==> config.mk <==
export PLATFORM = sky130hd
export DESIGN_NAME = control_sequencer
export DESIGN_NICKNAME = d
export VERILOG_FILES = /design/src/rtl/control_sequencer_pkg.sv /design/src/rtl/control_sequencer_reg_select_decoder.sv /design/src/rtl/control_sequencer.sv
export SDC_FILE = /design/constraint.sdc
export NUM_CORES = 1
export LEC_CHECK = 0
export ABC_CLOCK_PERIOD_IN_PS = 2620
export CELL_PAD_IN_SITES_DETAIL_PLACEMENT = 2
export CELL_PAD_IN_SITES_GLOBAL_PLACEMENT = 2
export CORE_MARGIN = 4
export CORE_UTILIZATION = 15
export CTS_CLUSTER_SIZE = 25
export DETAILED_ROUTE_END_ITERATION = 8
export GPL_ROUTABILITY_DRIVEN = 0
export HOLD_SLACK_MARGIN = 0.02
export PLACE_DENSITY_LB_ADDON = 0.1
export SLEW_MARGIN = 20
export SYNTH_ARGS = -nofsm -noshare
export SYNTH_HDL_FRONTEND = slang
export SYNTH_SLANG_ARGS = --single-unit
export TNS_END_PERCENT = 50
==> constraint.sdc <==
create_clock -name Clock -period 2.62 [get_ports Clock]
set_clock_uncertainty 0.2 [all_clocks]
set_input_delay 0.393 -clock Clock [delete_from_list [all_inputs] [get_ports Clock]]
set_output_delay 0.393 -clock Clock [all_outputs]
set_load 0.05 [all_outputs]
==> src/rtl/control_sequencer_pkg.sv <==
// Purpose : shared opcode/ALU encodings, state encodings and decode helpers for control_sequencer.
// Latency : n/a (definitions only).
// Backpressure: n/a.
package control_sequencer_pkg;

  localparam int NREG_DEF = 16;
  localparam int OPW_DEF  = 5;
  localparam int RSW_DEF  = 4;

  // IR opcode field values (IR[31:27])
  localparam logic [4:0] OPC_ADD  = 5'b00000;
  localparam logic [4:0] OPC_SUB  = 5'b00001;
  localparam logic [4:0] OPC_AND  = 5'b00010;
  localparam logic [4:0] OPC_OR   = 5'b00011;
  localparam logic [4:0] OPC_ROR  = 5'b00100;
  localparam logic [4:0] OPC_ROL  = 5'b00101;
  localparam logic [4:0] OPC_SHR  = 5'b00110;
  localparam logic [4:0] OPC_SHL  = 5'b00111;
  localparam logic [4:0] OPC_SHRA = 5'b01000;
  localparam logic [4:0] OPC_MUL  = 5'b01110;
  localparam logic [4:0] OPC_DIV  = 5'b01111;
  localparam logic [4:0] OPC_NEG  = 5'b10000;
  localparam logic [4:0] OPC_NOT  = 5'b10001;
  localparam logic [4:0] OPC_HALT = 5'b11011;

  // ALU OP bus values
  localparam logic [4:0] ALU_NOP  = 5'b00000;
  localparam logic [4:0] ALU_ADD  = 5'b00001;
  localparam logic [4:0] ALU_SUB  = 5'b00010;
  localparam logic [4:0] ALU_AND  = 5'b00011;
  localparam logic [4:0] ALU_OR   = 5'b00100;
  localparam logic [4:0] ALU_ROR  = 5'b00101;
  localparam logic [4:0] ALU_ROL  = 5'b00110;
  localparam logic [4:0] ALU_SHR  = 5'b00111;
  localparam logic [4:0] ALU_SHL  = 5'b01000;
  localparam logic [4:0] ALU_SHRA = 5'b01001;
  localparam logic [4:0] ALU_MUL  = 5'b01111;
  localparam logic [4:0] ALU_DIV  = 5'b10000;
  localparam logic [4:0] ALU_NEG  = 5'b10001;
  localparam logic [4:0] ALU_NOT  = 5'b10010;

  // Control state encodings
  localparam logic [3:0] ST_IDLE = 4'd0;
  localparam logic [3:0] ST_T0   = 4'd1;
  localparam logic [3:0] ST_T1   = 4'd2;
  localparam logic [3:0] ST_T2   = 4'd3;
  localparam logic [3:0] ST_T3   = 4'd4;
  localparam logic [3:0] ST_T4   = 4'd5;
  localparam logic [3:0] ST_T5   = 4'd6;
  localparam logic [3:0] ST_T6   = 4'd7;
  localparam logic [3:0] ST_HALT = 4'd8;

  // Single-bit datapath strobes, grouped so the decode has one default assignment.
  typedef struct packed {
    logic pc_out;
    logic mar_in;
    logic inc_pc;
    logic pc_in;
    logic read;
    logic mdr_in;
    logic mdr_out;
    logic ir_in;
    logic y_in;
    logic zlow_in;
    logic zhigh_in;
    logic zlow_out;
    logic zhigh_out;
    logic hi_in;
    logic lo_in;
  } strobes_t;

  // Opcode -> ALU OP; ALU_NOP marks an opcode with no ALU execute sequence.
  function automatic logic [4:0] alu_op(input logic [4:0] opc);
    case (opc)
      OPC_ADD:  alu_op = ALU_ADD;
      OPC_SUB:  alu_op = ALU_SUB;
      OPC_AND:  alu_op = ALU_AND;
      OPC_OR:   alu_op = ALU_OR;
      OPC_ROR:  alu_op = ALU_ROR;
      OPC_ROL:  alu_op = ALU_ROL;
      OPC_SHR:  alu_op = ALU_SHR;
      OPC_SHL:  alu_op = ALU_SHL;
      OPC_SHRA: alu_op = ALU_SHRA;
      OPC_MUL:  alu_op = ALU_MUL;
      OPC_DIV:  alu_op = ALU_DIV;
      OPC_NEG:  alu_op = ALU_NEG;
      OPC_NOT:  alu_op = ALU_NOT;
      default:  alu_op = ALU_NOP;
    endcase
  endfunction

  function automatic logic opc_is_rtype(input logic [4:0] opc);
    return alu_op(opc) != ALU_NOP;
  endfunction

  function automatic logic opc_is_muldiv(input logic [4:0] opc);
    return (opc == OPC_MUL) || (opc == OPC_DIV);
  endfunction

  function automatic logic opc_is_unary(input logic [4:0] opc);
    return (opc == OPC_NEG) || (opc == OPC_NOT);
  endfunction

endpackage

==> src/rtl/control_sequencer_reg_select_decoder.sv <==
// Purpose : register-select field -> one-hot bus select, gated by an enable.
// Latency : combinational.
// Backpressure: none.
// Ports   : i_sel (RSW) field, i_en enable, o_onehot (NREG) one-hot select, all-zero when disabled.
module control_sequencer_reg_select_decoder #(
  parameter int RSW  = 4,
  parameter int NREG = 16
) (
  input  logic [RSW-1:0]  i_sel,
  input  logic            i_en,
  output logic [NREG-1:0] o_onehot
);

  always_comb begin
    o_onehot = '0;
    // Out-of-range selects (NREG < 2**RSW) decode to no register.
    if (i_en && (int'(i_sel) < NREG)) begin
      o_onehot[i_sel] = 1'b1;
    end
  end

endmodule

==> src/rtl/control_sequencer.sv <==
// Purpose : hardwired fetch + R-type execute sequencer driving the 32-bit datapath strobes.
// Latency : 6 cycles per instruction (T0-T5), 7 for MUL/DIV; outputs are a Moore decode of state+IR.
// Backpressure: none; Run gates starting the next instruction, Clear aborts synchronously.
// Ports   : Clock, Clear (sync active-high), Run, IR in; datapath strobes, Rin/Rout one-hot,
//           OP, InstrDone pulse and Halted out.
module control_sequencer
  import control_sequencer_pkg::*;
#(
  parameter int NREG = NREG_DEF,
  parameter int OPW  = OPW_DEF,
  parameter int RSW  = RSW_DEF
) (
  input  logic            Clock,
  input  logic            Clear,
  input  logic            Run,
  input  logic [31:0]     IR,
  output logic            PCout,
  output logic            MARin,
  output logic            IncPC,
  output logic            PCin,
  output logic            Read,
  output logic            MDRin,
  output logic            MDRout,
  output logic            IRin,
  output logic            Yin,
  output logic            ZLowin,
  output logic            ZHighin,
  output logic            ZLowout,
  output logic            ZHighout,
  output logic            HIin,
  output logic            LOin,
  output logic [NREG-1:0] Rin,
  output logic [NREG-1:0] Rout,
  output logic [OPW-1:0]  OP,
  output logic            InstrDone,
  output logic            Halted
);

  logic [3:0]     r_state;
  logic [3:0]     w_next;

  logic [4:0]     w_opc;
  logic [RSW-1:0] w_ra;
  logic [RSW-1:0] w_rb;
  logic [RSW-1:0] w_rc;
  logic           w_unused_ir;

  logic           w_rtype;
  logic           w_muldiv;
  logic           w_unary;
  logic           w_halt_opc;

  strobes_t       w_stb;
  logic           w_rout_en;
  logic [RSW-1:0] w_rout_sel;
  logic           w_rin_en;
  logic [4:0]     w_op;
  logic           w_done;

  assign w_opc       = IR[31:27];
  assign w_ra        = IR[26:23];
  assign w_rb        = IR[22:19];
  assign w_rc        = IR[18:15];
  assign w_unused_ir = ^IR[14:0];

  assign w_rtype    = opc_is_rtype(w_opc);
  assign w_muldiv   = opc_is_muldiv(w_opc);
  assign w_unary    = opc_is_unary(w_opc);
  assign w_halt_opc = (w_opc == OPC_HALT);

  always_ff @(posedge Clock) begin
    if (Clear) begin
      r_state <= ST_IDLE;
    end else begin
      r_state <= w_next;
    end
  end

  // Run is only consulted where an instruction can start, so a drop mid-instruction
  // lets it finish.
  always_comb begin
    w_next = ST_IDLE;
    case (r_state)
      ST_IDLE: w_next = Run ? ST_T0 : ST_IDLE;
      ST_T0:   w_next = ST_T1;
      ST_T1:   w_next = ST_T2;
      ST_T2:   w_next = ST_T3;
      ST_T3: begin
        if (w_halt_opc)   w_next = ST_HALT;
        else if (w_rtype) w_next = ST_T4;
        else              w_next = Run ? ST_T0 : ST_IDLE;
      end
      ST_T4:   w_next = ST_T5;
      ST_T5:   w_next = w_muldiv ? ST_T6 : (Run ? ST_T0 : ST_IDLE);
      ST_T6:   w_next = Run ? ST_T0 : ST_IDLE;
      ST_HALT: w_next = ST_HALT;
      default: w_next = ST_IDLE;
    endcase
  end

  always_comb begin
    w_stb      = '0;
    w_rout_en  = 1'b0;
    w_rout_sel = w_rb;
    w_rin_en   = 1'b0;
    w_op       = ALU_NOP;
    w_done     = 1'b0;
    case (r_state)
      ST_T0: begin
        w_stb.pc_out  = 1'b1;
        w_stb.mar_in  = 1'b1;
        w_stb.inc_pc  = 1'b1;
        w_stb.zlow_in = 1'b1;
      end
      ST_T1: begin
        w_stb.zlow_out = 1'b1;
        w_stb.pc_in    = 1'b1;
        w_stb.read     = 1'b1;
        w_stb.mdr_in   = 1'b1;
      end
      ST_T2: begin
        w_stb.mdr_out = 1'b1;
        w_stb.ir_in   = 1'b1;
      end
      ST_T3: begin
        if (w_rtype) begin
          w_rout_en  = 1'b1;
          w_rout_sel = w_rb;
          w_stb.y_in = 1'b1;
        end else if (!w_halt_opc) begin
          // Undefined opcode retires as a no-op.
          w_done = 1'b1;
        end
      end
      ST_T4: begin
        w_op           = alu_op(w_opc);
        w_stb.zlow_in  = 1'b1;
        w_stb.zhigh_in = w_muldiv;
        w_rout_en      = 1'b1;
        // Unary ops take their only operand from Rb; Y holds it too but the ALU ignores Y.
        w_rout_sel     = w_unary ? w_rb : w_rc;
      end
      ST_T5: begin
        w_stb.zlow_out = 1'b1;
        if (w_muldiv) begin
          w_stb.lo_in = 1'b1;
        end else begin
          w_rin_en = 1'b1;
          w_done   = 1'b1;
        end
      end
      ST_T6: begin
        w_stb.zhigh_out = 1'b1;
        w_stb.hi_in     = 1'b1;
        w_done          = 1'b1;
      end
      default: begin
      end
    endcase
  end

  control_sequencer_reg_select_decoder #(
    .RSW  (RSW),
    .NREG (NREG)
  ) u_rout_dec (
    .i_sel    (w_rout_sel),
    .i_en     (w_rout_en),
    .o_onehot (Rout)
  );

  control_sequencer_reg_select_decoder #(
    .RSW  (RSW),
    .NREG (NREG)
  ) u_rin_dec (
    .i_sel    (w_ra),
    .i_en     (w_rin_en),
    .o_onehot (Rin)
  );

  assign PCout     = w_stb.pc_out;
  assign MARin     = w_stb.mar_in;
  assign IncPC     = w_stb.inc_pc;
  assign PCin      = w_stb.pc_in;
  assign Read      = w_stb.read;
  assign MDRin     = w_stb.mdr_in;
  assign MDRout    = w_stb.mdr_out;
  assign IRin      = w_stb.ir_in;
  assign Yin       = w_stb.y_in;
  assign ZLowin    = w_stb.zlow_in;
  assign ZHighin   = w_stb.zhigh_in;
  assign ZLowout   = w_stb.zlow_out;
  assign ZHighout  = w_stb.zhigh_out;
  assign HIin      = w_stb.hi_in;
  assign LOin      = w_stb.lo_in;
  assign OP        = OPW'(w_op);
  assign InstrDone = w_done;
  assign Halted    = (r_state == ST_HALT);

endmodule

# Yosys cells after proc, flatten, opt, wreduce, memory -nomap -nowiden
# Memories as Yosys holds them, arrays and structs flattened.
# Cells that the tools add are included.
word_totals:
  register_bits: 4
  rom_bits: 320
  out_inout_bits: 54
  word_cells: 60
  memories: 2
classes:
  order_cmp: 4
  n_eq_ne: 13
  n_mux: 31
  n_reduce_logical: 9
mem_list:
  columns: ["memory", "words", "word_bits", "read_ports", "rd_clocked_by_memory_dff", "wr", "line_no", "rtl"]
  rows:
  - ["(name not given)", 32, 5, 1, 0, 0, "control_sequencer_pkg.sv:74", "case (opc)"]
  - ["(name not given)", 32, 5, 1, 0, 0, "control_sequencer_pkg.sv:74", null]
ops:
  columns: ["operator", "n"]
  rows:
  - ["two-way mux 16 bit", 2]
  - ["case mux 4 bit (8 select lines)", 1]
  - ["== test 4 x 3 -> 1 bit, second input constant", 4]
  - ["two-way mux 4 bit", 4]
  - ["== test 5 bit, second input constant", 3]
  - ["two-way mux 1 bit", 14]
  - ["== test 5 x 4 -> 1 bit, second input constant", 2]
  - ["less-than comparator 4 x 5 -> 1 bit, second input constant", 2]
  - ["two-way mux 3 bit", 3]
  - ["demux 1 bit (select 4 bit)", 2]
  - ["== test 4 x 2 -> 1 bit, second input constant", 2]
  - ["greater-or-equal comparator 4 x 1 -> 1 bit, second input constant", 2]
  - ["OR reduction 2 bit", 3]
  - ["two-way mux 5 bit", 1]
  - ["nonzero test 5 bit", 1]
  - ["== test 4 x 1 -> 1 bit, second input constant", 1]
  - ["== test 4 bit, second input constant", 1]
  - ["zero test 4 bit", 1]
  - ["two-way mux 2 bit", 2]
  - ["case mux 1 bit (3 select lines)", 1]
  - ["logical AND 1 bit", 2]
  - ["logical OR 1 bit", 2]
  - ["case mux 1 bit (2 select lines)", 1]

# Logic depth before layout (Yosys ltp)
depth:
  ltp_word: 9
  mapped_depth: 7
  mapped_depth_nobuf: 7

# Cells and area by module
# Synthesis repeated with hierarchy kept, for this count alone.
hier_totals:
  hier_cells: 145
  hier_area_um2: 987.2
modules_own_cells:
  columns: ["mod", "n_inst", "cells_each", "area_per_inst_um2", "seq_area_each_um2"]
  rows:
  - ["control_sequencer", 1, 99, 749.5, 80.1]
  - ["control_sequencer_reg_select_decoder (u_rin_dec)", 1, 23, 120.1, 0.0]
  - ["control_sequencer_reg_select_decoder (u_rout_dec)", 1, 23, 117.6, 0.0]

# Worst setup path before layout
# Ideal clock, no wire load.
synth_path:
  path_kind: "register to output"
  startpoint: "reg r_state[3]"
  endpoint: "out OP[3]"
  t_arrival_ns: 3.248
  t_required_ns: 2.027
  path_slack_ns: -1.221
  stages_incl_launch_ff: 5
  n_path_buf: 1
  path_cell_list: "dfxtp_1 clkbuf_1 inv_1 nand4_1 a2111oi_0"
synth_via:
  elab_chain_len: 2
synth_lines:
  columns: ["element", "line_no", "rtl"]
  rows:
  - ["start: declaration", "control_sequencer.sv:39", "logic [3:0] r_state;"]
  - ["start signal: assignment", "control_sequencer.sv:75", "r_state <= w_next;"]
  - ["== test 4 x 3 -> 1 bit", "control_sequencer.sv:108", "case (r_state)"]
  - ["two-way mux 5 bit", "control_sequencer.sv:108", null]
  - ["end: declaration", "control_sequencer.sv:34", "output logic [OPW-1:0] OP,"]
# Every way passes these cells.

# Worst setup path after layout
layout_path:
  startpoint: "in IR[27]"
  endpoint: "out Rout[15]"
layout_via:
  elab_chain_len: 9
  word_cells_on_any_way: 15
layout_lines:
  columns: ["element", "line_no", "rtl"]
  rows:
  - ["start: declaration", "control_sequencer.sv:16", "input logic [31:0] IR,"]
  - ["== test 5 bit", "control_sequencer_pkg.sv:101", "return (opc == OPC_NEG) || (opc == OPC_NOT);"]
  - ["logical OR 1 bit", "control_sequencer_pkg.sv:101", null]
  - ["two-way mux 4 bit", "control_sequencer.sv:141", "w_rout_sel = w_unary ? w_rb : w_rc;"]
  - ["two-way mux 4 bit", null, null]
  - ["less-than comparator 4 x 5 -> 1 bit (implied by the code) / greater-or-equal comparator 4 x 1 -> 1 bit (equally long branches)", "control_sequencer_reg_select_decoder.sv:18", "o_onehot[i_sel] = 1'b1;"]
  - ["logical AND 1 bit (implied by the code)", "control_sequencer_reg_select_decoder.sv:18", null]
  - ["two-way mux 1 bit (implied by the code)", "control_sequencer_reg_select_decoder.sv:18", null]
  - ["demux 1 bit (select 4 bit)", null, null]
  - ["two-way mux 16 bit *", "control_sequencer_reg_select_decoder.sv:17", "if (i_en && (int'(i_sel) < NREG)) begin"]
  - ["end: declaration", "control_sequencer.sv:33", "output logic [NREG-1:0] Rout,"]
# Mark *: on every way between the ends. The rest lies on a longest branch, timed or not.

==> parameters.txt <==
Parameter                              Value

Drt
  Number of search-and-repair iterations in the first detailed-routing pass ... 3
  DR vias ... 1623
  Total DRC errors in the routed layout ... 0
  Number of violations reported at the end of detailed-routing iteration 0 ... 15
  Via density per instance ... 4.40
  Post-route antenna net violation count ... 0
  Routed wirelength normalized by instance count ... 16.9 µm
  Total wirelength of the detailed-routed design ... 6.25 mm

CTS
  Cts bufs inserted ... 3
  Clock transition at the register clock pins on the worst setup and hold paths after CTS ... 0.03 ns
  TritonCTS clock tree ... built
  Number of sinks on the clock net ... 4
  Clock Tree Buf Depth ... 2
  Total number of H-tree levels ... 1
  Root buf cell ... sky130_fd_sc_hd__clkbuf_8
  Clock latency at the later pin of the worst-skew pair ... 0.22 ns

Synthesis
  Share of synthesized registers carrying an async set or reset ... 0%
  Sequential share of the synthesized area ... 7.50%
  Average instance area after synthesis ... 6.80 µm²
  Netlist area before placement ... 1070 µm²
  Mapped Nets ... 197
  Number of distinct library cells after synthesis ... 47
  Number of warnings reported in the yosys synthesis log ... 0
  Post-synth EDFFs ... 0
  Post-synth top flop ... sky130_fd_sc_hd__dfxtp_1
  Post-synthesis instance total ... 157
  Synthesis-stage register bit count ... 4

Global routing
  Total congestion overflow ... 0
  Wire length of the first global-routing pass ... 9.96 mm
  Antenna violations before repair ... 0
  Vias in the first global route ... 1859
  GR Util All Layers ... 14.4%
  Maximum number of pins on one net before global-route repair ... 10

STA
  Final worst path period share ... 105%
  Pins over their slew limit ... 0
  Setup repair after global routing missed its margin ... yes
  Minimum clock period ... 2.76 ns
  Highest clock rate ... 363 MHz
  Minimum setup slack in the final design ... -0.138 ns
  Transition time of the tightest slew-check pin ... 0.454 ns
  # setup viols final ... 22
  Number of hold-slack violations in the final timing report ... 0
  Worst max-slew margin expressed relative to the limit ... 69.4%
  Worst Hold Margin ... 0.547 ns

Finish
  Fin nets ... 315
  Area added between synthesis and finish ... 188%
  Register containing the most flip-flops in the final layout ... r_state
  Final design utilization ... 44.8%
  Most frequent standard cell in the layout excluding fill and tap cells ... sky130_fd_sc_hd__buf_4
  Flip-flop count of the largest register, all copies and words added ... 4
  Ant. Diodes ... 0
  Fillcell total ... 717
  Final standard cell count with taps included and fillers excluded ... 369
  Commonest cells after routing, fill and taps aside ... 55 x sky130_fd_sc_hd__buf_4, 29 x sky130_fd_sc_hd__buf_12, 24 x sky130_fd_sc_hd__nor2_1
  Biggest registers after layout ... r_state x4
  Post-route standard cell area excluding fillers ... 3080 µm²
  Ratio of cells with drive above 1 in the final layout ... 66.3%

Floorplanning
  Num rows ... 30
  Core Region ... 6870 µm²
  Top-level I/O count ... 89
  Initial core utilization ... 15.5%
  Die height ... 92.4 µm
  Die X ... 92.4 µm
  Area enclosed by the die boundary ... 8530 µm²

Run
  Max cap viols ... 0

Worst hold path
  Number of cells traversed by the worst hold path ... 3
  Launch instance of the worst min-delay path ... r_state[1]
  End point of the worst hold path ... r_state[0]
  Classification of the worst-slack hold path ... reg -> reg

Outcome
  Run status ... complete, but fails checks
  Failing checks ... negative setup slack

Power and ir drop
  Leakage power ... 1.24 nW
  VDD IR-drop max ... 0.0690 mV
  Power density of the placed cells ... 206 nW/µm²
  Total Power ... 632 µW

Setup path
  Critical R2R Launch ... r_state[3]
  End of the worst register-to-register path ... r_state[0]
  Category of the worst setup path launch point ... input pin
  Worst path most repeated cell ... sky130_fd_sc_hd__buf_12
  Logic depth of the worst register-to-register path ... 8
  Cells along the critical path ... buf_12 > inv_12 > ha_4 > and4b_2 > a311oi_4 > o311ai_4 > o31ai_4 > buf_12 > nor3_4 > buf_6
  Type of the setup path with the least slack ... in -> out
  Slowest library cell on the worst path ... sky130_fd_sc_hd__a311oi_4
  Worst-path maximum fanout ... 8
  R2R setup slack ... 0.72 ns
  Worst path max stage delay ... 0.35 ns
  Data arrival time at the worst-slack endpoint ... 2.16 ns
  Element type at the critical path end ... output port
  Worst path required time ... 2.03 ns

Placement
  DP Area ... 2560 µm²
  Port Buffers ... 73
  Number of placed instances, taps included ... 356
  DPL Wire Length ... 5.02 mm
-- cell type report --
class | instances | area (µm²) | area share, %
Sequential cell | 4 | 80.1 | 2.60
Clock buffer | 3 | 41.3 | 1.34
Multi-Input combinational cell | 134 | 1330 | 43.1
Inverter | 6 | 40.0 | 1.30
Timing Repair Buffer | 126 | 1470 | 47.7
Tap cell | 96 | 120 | 3.91
-- cell families after synthesis --
family | count (synthesis) | share of synthesized area, %
xor gates and xnor gates | 1 | 0.821
AOI/OAI and AO/OA | 26 | 21.5
DFF | 4 | 7.50
muxes | 8 | 7.62
buffers and inverters | 19 | 9.61
and+or+nand+nor | 94 | 47.1
adders and majority gates | 5 | 5.86
-- per-stage QoR --
stage	setup WS [ns]	setup TNS, ns
3_5_place_dp	-0.732	-22.46
5_1_grt	-0.195	-3.44
2_1_floorplan	-0.217	-2.86
4_1_cts	-0.205	-3.29
3_3_place_gp	-0.649	-19.69
6_report	-0.138	-2.09
-- worst max-delay path by stage --
| stage | startpoint | endpoint | slack, ns |
|---|---|---|---|
| 6_report | IR[27] | Rout[15] | -0.14 |
| 5_1_grt | IR[27] | Rout[9] | -0.19 |
| 4_1_cts | IR[27] | Rout[3] | -0.21 |
| 3_5_place_dp | IR[27] | Rout[7] | -0.73 |
| 3_3_place_gp | IR[27] | Rout[5] | -0.65 |
| 2_1_floorplan | IR[30] | Rin[1] | -0.22 |
-- worst max-delay path: cells and delay by family --
family	cells	cell delay (ns)
and+or+nand+nor	2	0.28
adders and majority gates	1	0.15
AOI/OAI and AO/OA	3	0.85
buffers and inverters	4	0.46
-- Yosys cell counts (all sizes together), types with 2 or more instances --
library cell / instances / area share (%)
a21oi: 5 / 2.3
a311oi: 2 / 2.2
a31oi: 3 / 1.8
buf: 9 / 6.1
clkbuf: 4 / 1.4
dfxtp: 4 / 7.5
ha: 5 / 5.9
inv: 6 / 2.1
mux2i: 7 / 6.6
nand2: 6 / 2.1
nand2b: 7 / 4.1
nand3b: 4 / 2.8
nor2: 37 / 13
nor2b: 2 / 1.2
nor3: 22 / 10
nor3b: 3 / 2.6
o21ai: 6 / 3.9
o31ai: 4 / 5.9
or3b: 2 / 1.9
or4: 2 / 1.8
-- power by group --
group	total, mW	internal (mW)	leakage (nW)	switching, mW
Combinational	0.425	0.186	1.18	0.239
Sequential	0.0737	0.0658	0.0327	0.00791
Clock	0.133	0.0982	0.0216	0.0348
Total	0.632	0.350	1.24	0.282
-- timing repair --
item                                   in CTS  in global routing
buffers inserted                            6                  6
endpoints found under the hold margin       0                  0
setup endpoints to repair                  42                 34
gates resized for setup                    89                 34
hold buffers                                0                  0
pin swaps                                  19                 23
-- metal layers --
layer	track usage [%]	up-vias	wire, µm
li1	-	792	-
met3	1.38	3	180
met4	1.49	0	27
met2	28.6	27	3580
met5	0	-	0
met1	16.9	801	2460
Power figures use the tool's default switching activity.
